`config.mk`:
```
export PLATFORM = sky130hd
export DESIGN_NAME = pipo_ureg
export DESIGN_NICKNAME = d
export VERILOG_FILES = /design/src/rtl/pipo_ureg.sv
export SDC_FILE = /design/constraint.sdc
export NUM_CORES = 1
export LEC_CHECK = 0
export BUFFER_PORTS_ARGS = -buffer_cell sky130_fd_sc_hd__buf_2
export CORE_ASPECT_RATIO = 0.8
export CORE_MARGIN = 2
export CORE_UTILIZATION = 55
export CTS_BUF_LIST = sky130_fd_sc_hd__clkbuf_4 sky130_fd_sc_hd__clkbuf_8
export DETAILED_ROUTE_END_ITERATION = 12
export PLACE_DENSITY = 0.8
export SLEW_MARGIN = 15
export SYNTH_ARGS = -nofsm -noshare
export SYNTH_HDL_FRONTEND = slang
export SYNTH_SLANG_ARGS = --single-unit
```
`constraint.sdc`:
```
create_clock -name clk -period 3.8 [get_ports clk]
set_clock_uncertainty 0.15 [all_clocks]
set_input_delay 0.19 -clock clk [delete_from_list [all_inputs] [get_ports clk]]
set_output_delay 0.19 -clock clk [all_outputs]
set_load 0.01 [all_outputs]
```
`src/rtl/pipo_ureg.sv`:
```
// Parametrised universal register: load, clear, add, inc/dec, shift and rotate,
// with registered zero/carry/overflow flags. All state changes on the rising edge
// of clk; clr_n is a synchronous active-low reset.
module pipo_ureg #(
  parameter int unsigned      WIDTH   = 16,
  parameter logic [WIDTH-1:0] RST_VAL = '0,
  parameter bit               SAT     = 1'b0
) (
  input  logic             clk,
  input  logic             clr_n,
  input  logic             ld,
  input  logic [2:0]       op,
  input  logic [WIDTH-1:0] din,
  input  logic             sin,
  output logic [WIDTH-1:0] dout,
  output logic             zero,
  output logic             cout,
  output logic             ovf
);

  localparam logic [2:0] OpHold  = 3'b000;
  localparam logic [2:0] OpAdd   = 3'b001;
  localparam logic [2:0] OpDec   = 3'b010;
  localparam logic [2:0] OpInc   = 3'b011;
  localparam logic [2:0] OpShl   = 3'b100;
  localparam logic [2:0] OpShr   = 3'b101;
  localparam logic [2:0] OpRotl  = 3'b110;
  localparam logic [2:0] OpClear = 3'b111;

  localparam logic [WIDTH-1:0] One = WIDTH'(1);

  logic [WIDTH-1:0] dout_q, dout_d;
  logic             zero_q;
  logic             cout_q, cout_d;
  logic             ovf_q, ovf_d;

  logic [WIDTH:0]   sum;
  logic             borrow;
  logic             carry_inc;

  // Shared arithmetic terms; the carry out of the add is the extra MSB.
  always_comb begin
    sum       = {1'b0, dout_q} + {1'b0, din};
    borrow    = (dout_q == '0);
    carry_inc = &dout_q;
  end

  // Next-state decode: ld has priority over op.
  always_comb begin
    dout_d = dout_q;
    cout_d = cout_q;
    ovf_d  = ovf_q;
    if (ld) begin
      dout_d = din;
      cout_d = 1'b0;
      ovf_d  = 1'b0;
    end else begin
      case (op)
        OpHold: begin
          dout_d = dout_q;
        end
        OpAdd: begin
          dout_d = (SAT && sum[WIDTH]) ? '1 : sum[WIDTH-1:0];
          cout_d = sum[WIDTH];
          ovf_d  = sum[WIDTH];
        end
        OpDec: begin
          dout_d = (SAT && borrow) ? '0 : dout_q - One;
          cout_d = borrow;
          ovf_d  = borrow;
        end
        OpInc: begin
          dout_d = (SAT && carry_inc) ? '1 : dout_q + One;
          cout_d = carry_inc;
          ovf_d  = carry_inc;
        end
        OpShl: begin
          dout_d = {dout_q[WIDTH-2:0], sin};
          cout_d = dout_q[WIDTH-1];
          ovf_d  = 1'b0;
        end
        OpShr: begin
          dout_d = {sin, dout_q[WIDTH-1:1]};
          cout_d = dout_q[0];
          ovf_d  = 1'b0;
        end
        OpRotl: begin
          dout_d = {dout_q[WIDTH-2:0], dout_q[WIDTH-1]};
          cout_d = dout_q[WIDTH-1];
          ovf_d  = 1'b0;
        end
        OpClear: begin
          dout_d = '0;
          cout_d = 1'b0;
          ovf_d  = 1'b0;
        end
        default: begin
          dout_d = dout_q;
        end
      endcase
    end
  end

  // State update; zero is derived from the value being written so it never lags dout.
  always_ff @(posedge clk) begin
    if (!clr_n) begin
      dout_q <= RST_VAL;
      zero_q <= (RST_VAL == '0);
      cout_q <= 1'b0;
      ovf_q  <= 1'b0;
    end else begin
      dout_q <= dout_d;
      zero_q <= (dout_d == '0);
      cout_q <= cout_d;
      ovf_q  <= ovf_d;
    end
  end

  assign dout = dout_q;
  assign zero = zero_q;
  assign cout = cout_q;
  assign ovf  = ovf_q;

endmodule

```
# After elaboration in Yosys (flattened, before gate mapping)
# Index checks and enable logic that the tools add are counted.
# word_totals
ram_bits	0
memories	0
reg_bits	19
latch_bits	0
rom_bits	0
out_inout_bits	19
inputBits	23
# classes
multipliers	0
bitwise	1
mux	4
div	0
reduce_logical	9
magnitude_cmp	0
add_sub_neg	3
shift	0
n_eq_ne	7
# ops
operator	count
16-bit case mux with 8 select lines	1
16-bit logical NOT	2
16-bit by 16-bit adder with 17-bit output	1
16-bit by 1-bit adder with 16-bit output, second input constant	1
16-bit two-way mux	1
16-bit AND reduction	1
16-bit by 1-bit subtractor with 16-bit output, second input constant	1
3-bit equality test, second input constant	4
3-bit by 2-bit equality test with 1-bit output, second input constant	2
1-bit case mux with 6 select lines	1
6-bit nonzero test	1
1-bit case mux with 4 select lines	1
4-bit nonzero test	1
2-bit OR reduction	2
4-bit OR reduction	1
3-bit by 1-bit equality test with 1-bit output, second input constant	1
3-bit logical NOT	1
1-bit inverter	1

# Logic depth before layout (Yosys ltp)
# Gate-level depths: netlist (run 1).
# depth
depth_word	4
depth_mapped	14
mapped_depth_nobuf	12

# Worst setup path before layout (run 1)
# Ideal clock, no wire load.
# synth_path
path_kind	input-to-reg
from	input op[2]
to	register zero_q, in the netlist zero
path_stages	14
required_ns	3.577
t_arrival_ns	3.899
slack_ns	-0.321
setup_ns	0.073
cell_sequence	buf_4 > nor2b_1 > clkbuf_1 > nand2_1 > ha_1 > a21oi_1 > o211ai_2 > a211oi_1 > mux2i_1 > a31oi_1 > or4_1 > or4_1 > o41ai_2 > nor3b_2
# synth_via
elab_chain_cells	4
word_cells_on_any_way	11
# synth_lines
item	line	source
from (decl)	12	input logic [2:0] op,
3-bit equality test, or another cell as far along	58	case (op)
16-bit case mux with 8 select lines (*)	58	
16-bit two-way mux (*)	53	if (ld) begin
16-bit logical NOT (*)	113	zero_q <= (dout_d == '0);
to (signal assigned)	108	zero_q <= (RST_VAL == '0);
to (signal assigned)	113	
to (decl)	33	logic zero_q;
# Every way passes the cells marked *; elsewhere a longest branch is shown, timed or not.
# A chain may end at the register's enable or synchronous reset.

# Worst setup path after layout (run 1)
# layout_path
from	register dout_q[1], in the netlist dout[1]
to	register zero_q, in the netlist zero
# layout_via
elab_chain_cells	4
word_cells_on_any_way	6
# layout_lines
item	line	source
from (decl)	32	logic [WIDTH-1:0] dout_q, dout_d;
from (signal assigned)	112	dout_q <= dout_d;
16-bit by 1-bit adder with 16-bit output, or another cell as far along	73	dout_d = (SAT && carry_inc) ? '1 : dout_q + One;
16-bit case mux with 8 select lines (*)	58	
16-bit two-way mux (*)	53	
16-bit logical NOT (*)	113	
# Marked as above.

==> reports/qor.txt, run 1 <==
========================================================================================
Chip height                                                                      70.5 µm
Post-layout total power                                                       0.000968 W
Achievable Freq                                                                0.279 GHz
Overall die area                                                                6150 µm²
Overflow left after global routing                                                     0
CP startpoint kind                                                                  flop
Final period util                                                                  94.5%
Std-Cell Rows                                                                         24
Cell taking the most area after synthesis                                           ha_1
Total number of H-tree levels                                                          1
Top-Level Pins                                                                        42
Seq pwr share                                                                      26.2%
Number of buffers inserted during clock tree synthesis                                 3
Chip width                                                                       87.2 µm
Max incr delay on CP                                                             0.54 ns
Reg-to-reg startpoint                                                       dout[1]$_SDFF_PN0_
Number of search-and-repair iterations in the first detailed-routing pass              6
Initial antenna violation count                                                        0
Cell Pwr Density                                                              283 nW/µm²
Setup Buffers After CTS                                                                0
Final Hold Vio Count                                                                   0
Data arrival at the endpoint of the critical path                                3.63 ns
Core ar.                                                                        5410 µm²
Part of the total power dissipated in the clock network                            14.9%
Classification of the worst-slack hold path                                 primary input to flop
Endpoint type of the worst setup path                                               flop
Routed len/inst                                                                  19.0 µm
Relative slew slack                                                                50.2%
RSZ-0062 raised after global routing                                               false
Synth Instances                                                                      416
Post-detailed-route count of antenna-violating nets                                    0
Depth of the worst hold-timing path                                                    2
Starting DRT DRC Count                                                               396
Start point of the worst hold path                                                din[1]
Clk slew on worst S/H paths                                                      0.08 ns
Delay-heaviest family, CP                                                   simple AND/OR/NAND/NOR gates
Biggest fanout along the worst timing path                                            10
Classification of the worst setup path                                      flop to flop
Tot GR Track Use                                                                   32.2%
Synthesized netlist net count                                                        474
Number of enable flip-flop cells after synthesis                                       0
Number of pins with negative max-slew slack in the final report                        0
Commonest non-fill, non-tap cell in the layout                                     buf_2
Buffers added on ports                                                                41
Clock sink count                                                                      19
CTS tree                                                                             yes
Final design area excluding fillers                                             3420 µm²
DP HPWL                                                                          7.89 mm
Yosys warnings                                                                         0
First-pass GRT wire length                                                       16.0 mm
Most used flip-flop cell after synthesis                                         dfxtp_1
Critical path buffers and inverters                                                    0
DRC violation count after routing                                                      0
Vias per inst                                                                       6.79
Ordered cell list for the critical path                                     ha_1, a211oi_2, o211ai_2, a211oi_1, mux2i_1, a31oi_1, or4_1, or4_1, o41ai_2, nor3b_2
Number of placed instances, taps included                                            519
Unique cell type count in the Yosys netlist                                           67
Synth top area cells                                                        ha_1, dfxtp_1, a21oi_1
Highest-count cells in the layout ignoring fill and taps                    buf_2, a21oi_1, nand2_1, o21ai_0, ha_1
Layout cell share with drive strength beyond 1                                     17.5%
R2R setup slack                                                                  0.21 ns
Post-synth top area share                                                          13.6%
Net count, final                                                                     517
Worst Hold Path EP                                                          dout[1]$_SDFF_PN0_
Starting density of the core                                                       56.3%
Result of the run                                                           finished clean
Cell Int Power                                                                0.000522 W
Number of setup violations in the final report                                         0
Overall routed net length                                                        9.92 mm
Fraction of registers with async set/reset                                            0%
Largest net degree at the start of global routing                                     23
Clock latency of the later-clocked register in the worst-skew pair               0.26 ns
Total leakage power                                                              1.49 nW
Via count                                                                          3,553
Library cell appearing most often on the critical path                             or4_1
Period minus WS final                                                            3.59 ns
Switching share of total power                                                     46.1%
Max-capacitance violation count                                                        0
Non-filler cells, final                                                              523
Final RePlAce weighted congestion                                                  0.964
Worst Reg-to-Reg Cells                                                                10
Net load switching power                                                      0.000446 W
Flop and latch count out of synthesis                                                 19
Largest voltage drop on the vdd net                                           0.000113 V
Inserted Diodes                                                                        0
Area overhead of the layout relative to synthesis                                  12.4%
Register area share after synthesis                                                12.5%
Synthesized area                                                                3040 µm²
Average instance area after synthesis                                           7.32 µm²
Share of total power in combinational logic                                        58.9%
Required arrival time at the worst endpoint                                      3.84 ns
Number of global-route vias before repair                                          3,288
Placed Area                                                                     3360 µm²
Reg-to-Reg End                                                              zero$_SDFF_PN1_
Clock buffer depth                                                                     2
Cell at the root of the clock tree                                              clkbuf_8
Crit-path slowest cell                                                             or4_1
Actual transition at the worst max-transition pin                               0.742 ns
========================================================================================
-- cell families (layout without fill, tap and decap cells) --
group,Yosys count,in the layout,share of synthesized area (%)
adders and majority gates,35,35,14.9
muxes,3,3,0.986
xor gates and xnor gates,15,15,4.32
and+or+nand+nor,154,154,27.0
DFF,19,19,12.5
buffers and inverters,30,72,4.60
AOI/OAI and AO/OA,160,160,35.7
-- state kept, by name, indices dropped and copies added (netlist names) --
| name | cells |
|---|---|
| ovf | 1 |
| dout | 16 |
| zero | 1 |
| cout | 1 |
-- per-stage QoR --
stage / setup TNS (ns) / hold slack, ns / utilization (%) / setup WS (ns)
after floorplan: 0 / 0.178 / - / 0.0537
after global placement: 0 / 0.338 / 62.1 / 0.145
after detailed placement: -0.103 / 0.353 / 62.1 / -0.103
after CTS: 0 / 0.0900 / 63.0 / 0.121
after global routing: 0 / 0.105 / 63.3 / 0.0217
final: 0 / 0.0897 / 63.3 / 0.210
-- cell type report --
class	instances	area, µm²
clock inverters	1	5.00
fillers	492	1980
repair buffers	56	318
well taps	65	81.3
multi-input cells	367	2540
inverters	12	47.5
clock buffers	3	41.3
flip-flops and latches	19	383
-- power groups by stage --
stage | Sequential, W | Combinational (W) | Clock, W
final | 0.000254 | 0.000570 | 0.000144
after CTS | 0.000251 | 0.000551 | 0.000142
after floorplan | 0.000254 | 0.000387 | 0
after global routing | 0.000255 | 0.000620 | 0.000152
after detailed placement | 0.000256 | 0.000547 | 0
after global placement | 0.000255 | 0.000533 | 0
-- metal layers --
metal	vias to the layer above	GRT usage [%]	share of wire, %
met3	23	4.43	12
met1	1622	47.8	43
li1	1684	-	-
met2	224	48.4	43
met4	0	9.74	1.9
met5	-	0	0
-- worst max-delay path by stage --
stage | endpoint | from | cells past startpoint | slack, ns
after floorplan | zero$_SDFF_PN1_ | op[2] | 14 | 0.05
after detailed placement | zero$_SDFF_PN1_ | op[2] | 13 | -0.10
after global routing | zero$_SDFF_PN1_ | dout[0]$_SDFF_PN0_ | 11 | 0.02
after CTS | zero$_SDFF_PN1_ | dout[1]$_SDFF_PN0_ | 10 | 0.12
after global placement | zero$_SDFF_PN1_ | op[2] | 14 | 0.14
final | zero$_SDFF_PN1_ | dout[1]$_SDFF_PN0_ | 10 | 0.21
-- worst reg2reg max path, delay by kind of cell, from the launching register on --
family                   cells  cell delay (ns)
AND/OR/NAND/NOR              3             1.20
AO/OA/AOI/OAI                5             1.09
flip-flops                   1             0.48
multiplexers                 1             0.32
adder cells (fa/ha/maj)      1             0.29
-- cells in the mapped netlist (9+ instances only) --
library cell  instances
a211oi_1             11
a21o_1                9
a21oi_1              38
and2_1               14
clkbuf_1             10
dfxtp_1              19
ha_1                 33
inv_1                11
nand2_1              37
nand2b_1              9
nor2_1               29
o21ai_0              33
-- timing repair --
| item | CTS | global route |
|---|---|---|
| setup endpoints to repair | 0 | 1 |
| hold buffers | 0 | 0 |
| gates resized for setup | 0 | 6 |
| endpoints found under the hold margin | 0 | 0 |
No activity file was read; power rests on OpenSTA's default activity.
==> inputs of run 2 (changes only) <==
--- a/config.mk
+++ b/config.mk
@@ -12,6 +12,7 @@
 export CTS_BUF_LIST = sky130_fd_sc_hd__clkbuf_4 sky130_fd_sc_hd__clkbuf_8
 export DETAILED_ROUTE_END_ITERATION = 12
 export PLACE_DENSITY = 0.8
+export RECOVER_POWER = 25
 export SLEW_MARGIN = 15
 export SYNTH_ARGS = -nofsm -noshare
 export SYNTH_HDL_FRONTEND = slang
==> reports/qor.txt, run 2 (synthesis results as in run 1) <==
========================================================================================
Result of the run                                                           finished clean
Number of setup violations in the final report                                         0   unchanged
Minimum setup slack after placement                                            -0.103 ns   unchanged
Number of buffers inserted during clock tree synthesis                                 3   unchanged
DRC violation count after routing                                                      0   unchanged
Commonest non-fill, non-tap cell in the layout                                   a21oi_1
Largest net degree at the start of global routing                                     23   unchanged
Multi-input logic area                                                          2540 µm²   unchanged
Number of search-and-repair iterations in the first detailed-routing pass              6   unchanged
Vias per inst                                                                       6.85   +0.76%
Total number of H-tree levels                                                          1   unchanged
Clk slew on worst S/H paths                                                      0.08 ns   about the same
Tot GR Track Use                                                                   32.2%   unchanged
Chip width                                                                       87.2 µm   unchanged
Starting DRT DRC Count                                                               398   +0.51%
Classification of the worst setup path                                      flop to flop
Net count, final                                                                     517   unchanged
Clock latency of the later-clocked register in the worst-skew pair               0.26 ns   about the same
Actual transition at the worst max-transition pin                               0.739 ns   -0.00305 ns
Number of pins with negative max-slew slack in the final report                        0   unchanged
Biggest fanout along the worst timing path                                            10   unchanged
Clock sink count                                                                      19   unchanged
First-pass GRT wire length                                                       16.0 mm   unchanged
DP HPWL                                                                          7.89 mm   unchanged
Std-Cell Rows                                                                         24   unchanged
Post-detailed-route count of antenna-violating nets                                    0   unchanged
Initial antenna violation count                                                        0   unchanged
Data arrival at the endpoint of the critical path                                3.62 ns   about the same
Cell at the root of the clock tree                                              clkbuf_8
Area overhead of the layout relative to synthesis                                  12.1%
Layout cell share with drive strength beyond 1                                     15.9%   -1.5 points
Classification of the worst-slack hold path                                 primary input to flop
Cell Pwr Density                                                              284 nW/µm²   +0.23%
Sequential cell area                                                             383 µm²   unchanged
Total leakage power                                                              1.46 nW   -1.8%
Top-Level Pins                                                                        42   unchanged
RSZ-0062 raised after global routing                                               false
Count of hold-fix buffers inserted at cts                                              0   unchanged
Post-layout util                                                                   63.1%   -0.16 points
Endpoint type of the worst setup path                                               flop
Period minus WS final                                                            3.59 ns   -0.00338 ns
Buffers added on ports                                                                41   unchanged
Placed Area                                                                     3360 µm²   unchanged
Largest voltage drop on the vdd net                                           0.000114 V   +0.36%
Number of fillers in the final layout                                                497   +1.0%
CP startpoint kind                                                                  flop
Final period util                                                                  94.4%   about the same
Starting density of the core                                                       56.3%   unchanged
Max-capacitance violation count                                                        0   unchanged
Final RePlAce weighted congestion                                                  0.964   unchanged
Via count                                                                          3,580   +0.76%
Highest-count cells in the layout ignoring fill and taps                    a21oi_1, nand2_1, buf_2, o21ai_0, ha_1
Aggregate negative setup slack                                                      0 ns   unchanged
Overall routed net length                                                        9.95 mm   +0.32%
Overflow left after global routing                                                     0   unchanged
Final Hold Vio Count                                                                   0   unchanged
Max reg flops                                                                         16   unchanged
CTS tree                                                                             yes
Core ar.                                                                        5410 µm²   unchanged
Setup Buffers After CTS                                                                0   unchanged
Clock buffer depth                                                                     2   unchanged
Inserted Diodes                                                                        0   unchanged
Relative slew slack                                                                50.5%   +0.20 points
Routed len/inst                                                                  19.0 µm   +0.32%
Required arrival time at the worst endpoint                                      3.84 ns   about the same
Number of global-route vias before repair                                          3,288   unchanged
Final design area excluding fillers                                             3410 µm²   -0.26%
Achievable Freq                                                                0.279 GHz   about the same
Overall die area                                                                6150 µm²   unchanged
Chip height                                                                      70.5 µm   unchanged
Worst setup margin                                                              0.213 ns   +0.00338 ns
========================================================================================
==> run 2: cell types whose count changed in the layout (fill, tap and decap cells not counted) <==
cell	delta
buf_2	-7
clkbuf_1	+7
==> run 2: through the flow <==
step	power (W)	hold slack (ns)	cells
after global placement	0.000788	0.338	519
after global routing	0.00103	0.105	523
after CTS	0.000943	0.0900	523
after detailed placement	0.000803	0.353	519
final	0.000967	0.0940	523
after floorplan	0.000640	0.178	416
==> run 2: worst max-delay path: stages (launching register included) <==
cell and delay [ns]:
dfxtp_2 0.48, ha_1 0.29, a211oi_2 0.29, o211ai_2 0.15, a211oi_1 0.28, mux2i_1 0.32
a31oi_1 0.16, or4_1 0.53, or4_1 0.44, o41ai_2 0.22, nor3b_2 0.22
==> run 2: cell type report <==
class / count / area share [%]
clock buffers: 3 / 1.21
repair buffers: 56 / 9.06
flip-flops and latches: 19 / 11.2
multi-input cells: 367 / 74.6
well taps: 65 / 2.38
clock inverters: 1 / 0.147
inverters: 12 / 1.39
==> run 2: final timing paths <==
check | start | end | slack [ns] | depth (start not counted)
max | dout[1]$_SDFF_PN0_ | zero$_SDFF_PN1_ | 0.21 | 10
min | din[1] | dout[1]$_SDFF_PN0_ | 0.09 | 2
max reg2reg | dout[1]$_SDFF_PN0_ | zero$_SDFF_PN1_ | 0.21 | 10
min reg2reg | ovf$_SDFFE_PP0P_ | ovf$_SDFFE_PP0P_ | 0.45 | 2
==> run 2: timing repair <==
action                                 CTS  global route
setup endpoints to repair                0             1
resized for setup                        0             6
endpoints found under the hold margin    0             0
==> run 2: layer usage <==
metal | vias up | routed length (µm) | track usage [%]
met5 | - | 0 | 0
met4 | 0 | 225 | 9.74
met3 | 25 | 1170 | 4.43
met2 | 238 | 4230 | 48.4
met1 | 1630 | 4320 | 47.8
li1 | 1687 | - | -
==> run 2: report_power, final <==
part           leakage, nW  switching, W  internal (W)
logic                 1.28      0.000338      0.000232
clock network       0.0255     0.0000704     0.0000729
registers            0.158     0.0000385      0.000216
